### src/rtl/fetch_seq_pkg.sv
// Shared types and constants for the fetch sequencer.
// State encoding, fault codes and the default reset PC.
package fetch_seq_pkg;

  typedef enum logic [1:0] {
    IDLE  = 2'd0,
    FETCH = 2'd1,
    ISSUE = 2'd2,
    FAULT = 2'd3
  } fseq_state_t;

  localparam logic [1:0] FC_NONE    = 2'b00;
  localparam logic [1:0] FC_ALIGN   = 2'b01;
  localparam logic [1:0] FC_TIMEOUT = 2'b10;

  localparam logic [31:0] DEF_RESET_PC = 32'h0000_3000;

endpackage

### src/rtl/fetch_timer.sv
// Fetch wait counter: clr/en control, expired on the LIMIT-th waiting cycle.
// Ports: clk, rst (sync, active-high), clr, en, expired.
module fetch_timer #(
  parameter int LIMIT = 16
) (
  input  logic clk,
  input  logic rst,
  input  logic clr,
  input  logic en,
  output logic expired
);

  logic [7:0] cnt;

  // cnt counts completed ack-less cycles, so the current
  // cycle is the LIMIT-th one when cnt == LIMIT-1.
  assign expired = (cnt == 8'(LIMIT - 1));

  always_ff @(posedge clk) begin
    if (rst || clr)
      cnt <= '0;
    else if (en)
      cnt <= cnt + 8'd1;
  end

endmodule

### src/rtl/fetch_seq.sv
// Multi-cycle fetch sequencer: owns the PC, fetches, issues, retires.
// Ports: clk/rst, run, imem req/addr/ack/rdata, pc/npc_in, inst, exec_done, fault info, retire_cnt.
module fetch_seq
  import fetch_seq_pkg::*;
#(
  parameter logic [31:0] RESET_PC = DEF_RESET_PC,
  parameter int          TIMEOUT  = 16
) (
  input  logic        clk,
  input  logic        rst,
  input  logic        run,
  output logic        imem_req,
  output logic [31:0] imem_addr,
  input  logic        imem_ack,
  input  logic [31:0] imem_rdata,
  output logic [31:0] pc,
  input  logic [31:0] npc_in,
  output logic [31:0] inst,
  output logic        inst_valid,
  input  logic        exec_done,
  output logic        fault,
  output logic [1:0]  fault_code,
  output logic [31:0] fault_pc,
  output logic [31:0] retire_cnt
);

  fseq_state_t state;
  logic        tmr_clr;
  logic        tmr_en;
  logic        expired;

  assign imem_addr = pc;
  assign tmr_en    = (state == FETCH) && !imem_ack;
  assign tmr_clr   = (state != FETCH) || imem_ack;

  fetch_timer #(
    .LIMIT (TIMEOUT)
  ) u_timer (
    .clk     (clk),
    .rst     (rst),
    .clr     (tmr_clr),
    .en      (tmr_en),
    .expired (expired)
  );

  always_ff @(posedge clk) begin
    if (rst) begin
      state      <= IDLE;
      pc         <= RESET_PC;
      inst       <= '0;
      inst_valid <= 1'b0;
      imem_req   <= 1'b0;
      fault      <= 1'b0;
      fault_code <= FC_NONE;
      fault_pc   <= '0;
      retire_cnt <= '0;
    end else begin
      unique case (state)
        IDLE: begin
          if (run) begin
            state    <= FETCH;
            imem_req <= 1'b1;
          end
        end
        FETCH: begin
          // ack on the last allowed cycle still wins
          if (imem_ack) begin
            inst       <= imem_rdata;
            inst_valid <= 1'b1;
            imem_req   <= 1'b0;
            state      <= ISSUE;
          end else if (expired) begin
            fault      <= 1'b1;
            fault_code <= FC_TIMEOUT;
            fault_pc   <= pc;
            imem_req   <= 1'b0;
            state      <= FAULT;
          end
        end
        ISSUE: begin
          if (exec_done) begin
            inst_valid <= 1'b0;
            if (npc_in[1:0] == 2'b00) begin
              pc         <= npc_in;
              retire_cnt <= retire_cnt + 32'd1;
              if (run) begin
                state    <= FETCH;
                imem_req <= 1'b1;
              end else begin
                state    <= IDLE;
              end
            end else begin
              fault      <= 1'b1;
              fault_code <= FC_ALIGN;
              fault_pc   <= pc;
              state      <= FAULT;
            end
          end
        end
        FAULT: begin
          imem_req   <= 1'b0;
          inst_valid <= 1'b0;
        end
        default: state <= FAULT;
      endcase
    end
  end

endmodule

### config.mk
export PLATFORM = sky130hd
export DESIGN_NAME = fetch_seq
export DESIGN_NICKNAME = d
export VERILOG_FILES = /design/src/rtl/fetch_seq_pkg.sv /design/src/rtl/fetch_timer.sv /design/src/rtl/fetch_seq.sv
export SDC_FILE = /design/constraint.sdc
export NUM_CORES = 1
export LEC_CHECK = 0
export CORE_MARGIN = 2
export CORE_UTILIZATION = 48
export DETAILED_ROUTE_END_ITERATION = 10
export PLACE_DENSITY = 0.94
export SLEW_MARGIN = 10
export SYNTH_ARGS = -nofsm -noshare
export SYNTH_HDL_FRONTEND = slang
export SYNTH_SLANG_ARGS = --single-unit
### constraint.sdc
create_clock -name clk -period 4.65 [get_ports clk]
set_input_delay 0.465 -clock clk [delete_from_list [all_inputs] [get_ports clk]]
set_output_delay 0.465 -clock clk [all_outputs]
set_load 0.02 [all_outputs]
# --- Word level (Yosys, flattened, before mapping) ---
# Index checks and enable logic that the tools add are counted.
# Widths: inputs -> output; s select.
word_totals:
  reg_bits: 143
  inputBits: 69
  output_inout_bits: 165
  elab_cells: 71
op_classes:
  add_sub_neg: 2
  n_eq_ne: 13
  muxes: 31
  n_reduce_logical: 15
op_table:
  columns: ["operator", "count"]
  rows:
  - ["$mux 32", 4]
  - ["$pmux 32 s2", 1]
  - ["$add 32x1->32 const B", 1]
  - ["$mux 2", 9]
  - ["$ne 2x2->1 const B", 7]
  - ["$mux 1", 12]
  - ["$reduce_and 3->1", 3]
  - ["$add 8x1->8 const B", 1]
  - ["$eq 8x4->1 const B", 1]
  - ["$pmux 2 s3", 1]
  - ["$reduce_bool 3->1", 2]
  - ["$reduce_and 5->1", 1]
  - ["$eq 2x2->1 const B", 2]
  - ["$logic_not 2->1", 2]
  - ["$pmux 1 s4", 1]
  - ["$pmux 2 s2", 1]
  - ["$reduce_and 4->1", 1]
  - ["$ne 3x3->1 const B", 1]
  - ["$pmux 1 s3", 1]
  - ["$eq 2x1->1 const B", 1]
  - ["$logic_or 1x1->1", 2]
  - ["$ne 2x1->1 const B", 1]
  - ["$pmux 1 s2", 1]
  - ["$reduce_and 2->1", 1]
  - ["3 further kinds", 3]

# --- Logic depth before layout (Yosys ltp) ---
# Gate-level depths: netlist of the first run.
logic_depth:
  depth_word: 4
  mapped_depth: 8
  ltp_nobuf: 6

# --- By module ---
# Synthesis of the first run repeated with hierarchy kept, for this count alone.
hier_totals:
  cells_unflattened: 688
  hier_area_um2: 5876.9
by_module_without_submodules:
  columns: ["mod", "instances", "cells_each", "area_each_um2", "seq_area_each_um2"]
  rows:
  - ["fetch_seq", 1, 648, 5519.0, 2702.6]
  - ["fetch_timer", 1, 40, 357.8, 160.2]

# --- Worst setup path before layout of the first run ---
# Ideal clock, no wire load.
synth_path:
  kind: "flip-flop to flip-flop"
  start: "register state[0]"
  end: "register retire_cnt[17]"
  setup_ps: 121
  t_arrival_ps: 1907
  setup_slack_ps: 2623
  stages_incl_launch_ff: 8
  n_path_buf: 1
  path_cell_list: "dfxtp_1 -> inv_1 -> ha_1 -> and4bb_2 -> buf_2 -> nand4_2 -> nor4_1 -> mux2_2"
synth_between:
  elab_chain_cells: 2
synth_lines:
  columns: ["item", "line_no", "text"]
  rows:
  - ["start: declaration", "fetch_seq.sv:27", "fseq_state_t state;"]
  - ["start signal: assignment", "fetch_seq.sv:48", "state <= IDLE;"]
  - ["start signal: assignment", "fetch_seq.sv:61", "state <= FETCH;"]
  - ["start signal: assignment", "fetch_seq.sv:71", "state <= ISSUE;"]
  - ["$eq 2x2->1", "fetch_seq.sv:58", "unique case (state)"]
  - ["$reduce_and 3->1 (no source line)", null, null]
  - ["end signal: assignment", "fetch_seq.sv:85", "retire_cnt <= retire_cnt + 32'd1;"]
  - ["end: declaration", "fetch_seq.sv:24", "output logic [31:0] retire_cnt"]
# Every way passes these cells.
# A chain may end at the register's enable or synchronous reset.

# --- Worst setup path after layout of the first run ---
layout_path:
  start: "register state[0]"
  end: "register retire_cnt[16]"
# The elaborated chain is that of the path after synthesis.

==> flow_summary.yaml, run 1 <==
sta:
  rsz0062_at_grt: "no"
  post-route-min-period_ps: 2370
  maxSlewViolCount: 0
  setup_violations: 0
  clock_skew_ps: 6.64
  fin_tns_setup_ps: 0
  worst_pin_slew_ps: 1130
  fin_crit_sh: 0.509
  fmax_mhz: 423
  maxSlewHeadroom: 0.242
  layout_setup_ws_ps: 2280
  finalHoldViolations: 0
global_routing:
  antenna_found_initial: 0
  grt-busiest-layer: "met2"
  met2_usage: 0.402
  grt_usage: 0.228
  met1_usage: 0.276
  use_met3: 0.0501
  grt_max_degree: 117
  grt_pass1_vias: 5096
  grt_pass1_wl_um: 25900
  grt_overflow_total: 0
critical_path:
  critPathMaxStageDelay_ps: 570
  cp_slowest_cell: "or4_1"
  crit_buf_inv: 1
  worst-setup-path-type: "register to register"
  crit_required_ps: 4980
  crit_path_max_fanout: 11
  crit_family: "simple AND/OR/NAND/NOR gates"
  critPathCapture: "retire_cnt[16]"
  critPathLaunch: "state[0]"
  regToRegSetupSlack_ps: 2280
  cp.arrival_ps: 2700
  path_cells: "inv_1 -> ha_1 -> and4bb_2 -> nand4_1 -> or4_1 -> a21oi_1"
  r2r-start: "state[0]"
  rr_endpoint: "retire_cnt[16]"
  worst-path-stages: 6
  ff2ff_path_depth: 6
  crit_path_start_kind: "register"
  endpoint_kind: "register"
routing:
  avgViaCountPerCell: 5.21
  wl_per_cell_um: 15.0
  drt_pre_antenna_iters: 4
  drcViolationCount: 0
  first_iter_violations: 366
  drtAntennaViolNets: 0
  drt_wl_total_um: 16100
  via_count: 5596
outcome:
  status: "finished clean"
die:
  die_h_um: 117
  rows: 41
  dieArea_um2: 13800
  start_util: 0.490
  core_area_um2: 12600
  die_w_um: 117
  ios: 234
synthesis:
  netlist_area_um2: 6160
  yosysUniqueCellTypes: 44
  synth_seq_cells: 143
  synthCells: 707
  synthFlopType: "dfxtp_1"
  yosysWarningCount: 0
  avgSynthCellArea_um2: 8.72
  synthArstFlopShare: 0
  seq_area_frac_synth: 0.464
  synth_edf_count: 0
  syn_nets: 782
power:
  max-vdd-ir-drop_v: 0.000207
  power_density_nw_per_um2: 333
  totalPowerFinal_mw: 2.97
  p_leak_nw: 2.95
run:
  maxCapViolations: 0
cells_and_area:
  finalNonFillerCells: 1075
  antennaDiodeCount: 0
  drive_gt1_frac: 0.0487
  final_cell_mix: "clkdlybuf4s50_1, dfxtp_1, nand2_1, a21oi_1, nand2b_1"
  synthToLayoutAreaGrowth_pct: 44.7
  final_common_cell: "clkdlybuf4s50_1"
  final_core_util: 0.710
  design.final.nets: 965
clock_tree:
  cts.root.buffer_cell: "clkbuf_16"
  cts_setup_buffers: 0
  clkTransAtPathRegs_ps: 60
  cts_hold_buffers: 0
  h-tree-depth: 4
  numCtsBuffers: 17
  cts_buffer_depth: 2
  cts_resized: 0
  cts_tree: "built"
  clk_latency_ps: 410
  cts.sinks: 143
placed_design:
  dp_cells: 1043
  io_buffers: 233
  dpl.hpwl_um: 11100
  gp_congestion: 0.830
  post-place-ws_ps: 2080
worst_hold_path:
  hp-class: "register to register"
-- state kept, by name, indices dropped and copies added (netlist names) --
| name | count |
|---|---|
| fault | 1 |
| fault_code | 2 |
| fault_pc | 32 |
| imem_addr | 32 |
| imem_req | 1 |
| inst | 32 |
| inst_valid | 1 |
| retire_cnt | 32 |
| state | 2 |
| u_timer.cnt | 8 |
-- stage by stage --
stage          hold WS (ps)  cell area (µm²)
2_1_floorplan           413             6160
3_3_place_gp            426             8300
3_5_place_dp            438             8300
4_1_cts                 446             8920
5_1_grt                 473             8920
6_report                442             8920
-- logic make-up after synthesis --
kind of cell / synth area share
buffers and inverters: 0.0781
AO/OA/AOI/OAI: 0.113
multiplexers: 0.0570
XOR/XNOR: 0.0199
adder cells (fa/ha/maj): 0.0122
AND/OR/NAND/NOR: 0.256
flip-flops: 0.464
-- metal layers --
metal	routed length, µm	vias to the layer above
met5	0	-
met4	232	0
met3	963	21
met2	8100	196
met1	6850	2631
li1	-	2748
-- power by group --
part	leakage, nW	internal, mW	switching (mW)	total (mW)
Combinational	1.50	0.146	0.149	0.294
Clock	0.297	0.909	0.495	1.40
Sequential	1.15	1.26	0.0159	1.27
Total	2.95	2.31	0.659	2.97
-- cell usage after synthesis (9+ instances only) --
library cell / count / area (µm²)
nand2b_1: 69 / 432
nand4_1: 10 / 62.6
o31ai_1: 21 / 158
clkbuf_1: 35 / 131
a21oi_1: 87 / 435
or4_1: 21 / 158
mux2i_1: 34 / 340
dfxtp_1: 143 / 2860
nor2_1: 20 / 75.1
nand3_1: 13 / 65.1
buf_4: 32 / 240
nand2_1: 138 / 518
xor2_1: 9 / 78.8
-- how the worst min path moves through the flow --
stage                         startpoint             end  slack [ps]  depth (start not counted)
after floorplan           u_timer.cnt[0]  u_timer.cnt[0]         410                          1
final                     u_timer.cnt[0]  u_timer.cnt[0]         440                          1
after CTS                 u_timer.cnt[0]  u_timer.cnt[0]         450                          1
after global routing             inst[1]         inst[1]         470                          2
after detailed placement  u_timer.cnt[0]  u_timer.cnt[0]         440                          1
after global placement    u_timer.cnt[0]  u_timer.cnt[0]         430                          1
-- cell type report --
type,instances,area [µm²]
fillers,906,3650
flip-flops and latches,143,2860
multi-input cells,483,2820
repair buffers,238,2380
clock buffers,21,450
well taps,172,215
clock inverters,11,164
inverters,7,26.3
No activity file was read; power rests on OpenSTA's default activity.
==> run 2, diff against run 1 <==
--- a/config.mk
+++ b/config.mk
@@ -6,9 +6,9 @@
 export NUM_CORES = 1
 export LEC_CHECK = 0
 export CORE_MARGIN = 2
-export CORE_UTILIZATION = 48
+export CORE_UTILIZATION = 44
 export DETAILED_ROUTE_END_ITERATION = 10
-export PLACE_DENSITY = 0.94
+export PLACE_DENSITY = 0.88
 export SLEW_MARGIN = 10
 export SYNTH_ARGS = -nofsm -noshare
 export SYNTH_HDL_FRONTEND = slang
==> constraint.sdc (replaced) <==
create_clock -name clk -period 2.4 [get_ports clk]
set_input_delay 0.24 -clock clk [delete_from_list [all_inputs] [get_ports clk]]
set_output_delay 0.24 -clock clk [all_outputs]
set_load 0.02 [all_outputs]
==> flow_summary.yaml, run 2 (same netlist as run 1, synthesis figures left out) <==
global_routing:
  grt_pass1_wl_um: 24700
  grt_pass1_vias: 5097
  grt_overflow_total: 0
  grt_usage: 0.206
  grt_max_degree: 87
  antenna_found_initial: 0
outcome:
  status: "finished clean"
critical_path:
  crit_path_max_fanout: 14
  cp_slowest_cell: "and4bb_4"
  crit_required_ps: 2700
  regToRegSetupSlack_ps: 270
  crit_path_start_kind: "register"
  crit_family: "simple AND/OR/NAND/NOR gates"
  endpoint_kind: "register"
  rr_endpoint: "retire_cnt[17]"
  critPathMaxStageDelay_ps: 380
  critPathLaunch: "state[0]"
  crit_buf_inv: 1
  cp.arrival_ps: 2430
  ff2ff_path_depth: 6
  path_cells: "inv_1 -> ha_1 -> and4bb_4 -> nand4_2 -> nor4_1 -> mux2_2"
  r2r-start: "state[0]"
  worst-setup-path-type: "register to register"
sta:
  maxSlewViolCount: 0
  setup_violations: 0
  clock_skew_ps: 6.75
  fmax_mhz: 469
  rsz0062_at_grt: "no"
  fin_tns_setup_ps: 0
  post-route-min-period_ps: 2130
  fin_worst_hold_slack_ps: 220
  fin_crit_sh: 0.888
  maxSlewHeadroom: 0.595
  worst_pin_slew_ps: 600
  finalHoldViolations: 0
placed_design:
  io_buffers: 233
  dp_cells: 1059
  dpl.hpwl_um: 10900
  gp_congestion: 0.840
clock_tree:
  cts.root.buffer_cell: "clkbuf_16"
  clkTransAtPathRegs_ps: 60
  cts_hold_buffers: 0
  cts_buffer_depth: 2
  clk_latency_ps: 410
  cts.sinks: 143
  h-tree-depth: 4
  numCtsBuffers: 17
  cts_tree: "built"
power:
  p_leak_nw: 3.00
  seqPwrFrac: 0.428
  p_switching_mw: 1.34
  power_density_nw_per_um2: 638
  p_sw_frac: 0.233
  p_int_mw: 4.42
  max-vdd-ir-drop_v: 0.000739
  clkPwrFrac: 0.471
  pwr-share-comb: 0.100
die:
  ios: 234
  dieArea_um2: 15000
  die_h_um: 122
  start_util: 0.448
  core_area_um2: 13800
  rows: 43
  die_w_um: 122
worst_hold_path:
  hold_start: "rst"
  hp-class: "primary input to register"
  whs_endpoint: "retire_cnt[5]"
  hold_depth: 2
routing:
  drt_wl_total_um: 15700
  avgViaCountPerCell: 5.11
  drtAntennaViolNets: 0
  wl_per_cell_um: 14.4
  drcViolationCount: 0
  via_count: 5584
  drt_pre_antenna_iters: 6
  first_iter_violations: 269
cells_and_area:
  final_common_cell: "clkdlybuf4s50_1"
  design.final.nets: 974
  seqCellArea_um2: 2860
  synthToLayoutAreaGrowth_pct: 46.4
  drive_gt1_frac: 0.0614
  final_core_util: 0.655
  n_fill_cell: 1150
  antennaDiodeCount: 0
  multi_input_area_um2: 2820
  finalNonFillerCells: 1092
  final_cell_mix: "clkdlybuf4s50_1, dfxtp_1, nand2_1, a21oi_1, nand2b_1"
run:
  maxCapViolations: 0
## run 2: cell count changes in the layout (fill, tap and decap cells not counted)
cell / previous run / this run
buf_4: 5 / 12
clkbuf_1: 3 / 0
buf_12: 1 / 3
clkinvlp_4: 2 / 4
inv_6: 0 / 2
and4bb_2: 1 / 0
and4bb_4: 0 / 1
bufinv_16: 4 / 3
clkbuf_8: 1 / 2
clkinv_2: 4 / 3
## run 2: power groups by stage
stage          combinational, mW  sequential (mW)  clock, mW
3_5_place_dp               0.577             2.52          0
3_3_place_gp               0.572             2.51          0
4_1_cts                    0.580             2.46       2.77
6_report                   0.578             2.46       2.71
5_1_grt                    0.626             2.47       2.87
2_1_floorplan              0.243             2.58          0
## run 2: worst register-to-register path, stage by stage (launching register included)
cell	delay, ps
dfxtp_1	340
inv_1	90
ha_1	190
and4bb_4	380
nand4_2	270
nor4_1	380
mux2_2	370
## run 2: area by class of cell
class	instances	area share
timing repair buffer	247	0.274
tap	180	0.0250
clock buffer	19	0.0502
multi-input combinational	483	0.313
inverter	7	0.00291
clock inverter	13	0.0179
sequential	143	0.317
## run 2: through the flow
stage	total power [mW]	worst slack [ps]	instance area, µm²
2_1_floorplan	2.82	373	6160
3_3_place_gp	3.08	24.7	8400
3_5_place_dp	3.09	-13.8	8400
4_1_cts	5.81	141	9010
5_1_grt	5.97	111	9020
6_report	5.75	268	9020
## run 2: layer usage
metal,routed length (µm),GRT usage
met1,6480,0.251
met3,1280,0.0664
met2,7660,0.341
met4,312,0.0747
met5,0,0
## run 2: worst max-delay path by stage
| stage | endpoint | slack (ps) | depth (start not counted) |
|---|---|---|---|
| CTS | retire_cnt[17] | 140 | 6 |
| global route | retire_cnt[17] | 110 | 6 |
| finish | retire_cnt[17] | 270 | 6 |
| floorplan | retire_cnt[17] | 370 | 7 |
| global placement | retire_cnt[16] | 20 | 5 |
| detailed placement | retire_cnt[17] | -10 | 5 |
## run 2: repair_timing
| action | CTS | global route |
|---|---|---|
| endpoints found under the hold margin | 0 | 0 |
| buffers inserted | 0 | 1 |
| endpoints found under the setup margin | 0 | 2 |
| resized for setup | 0 | 1 |
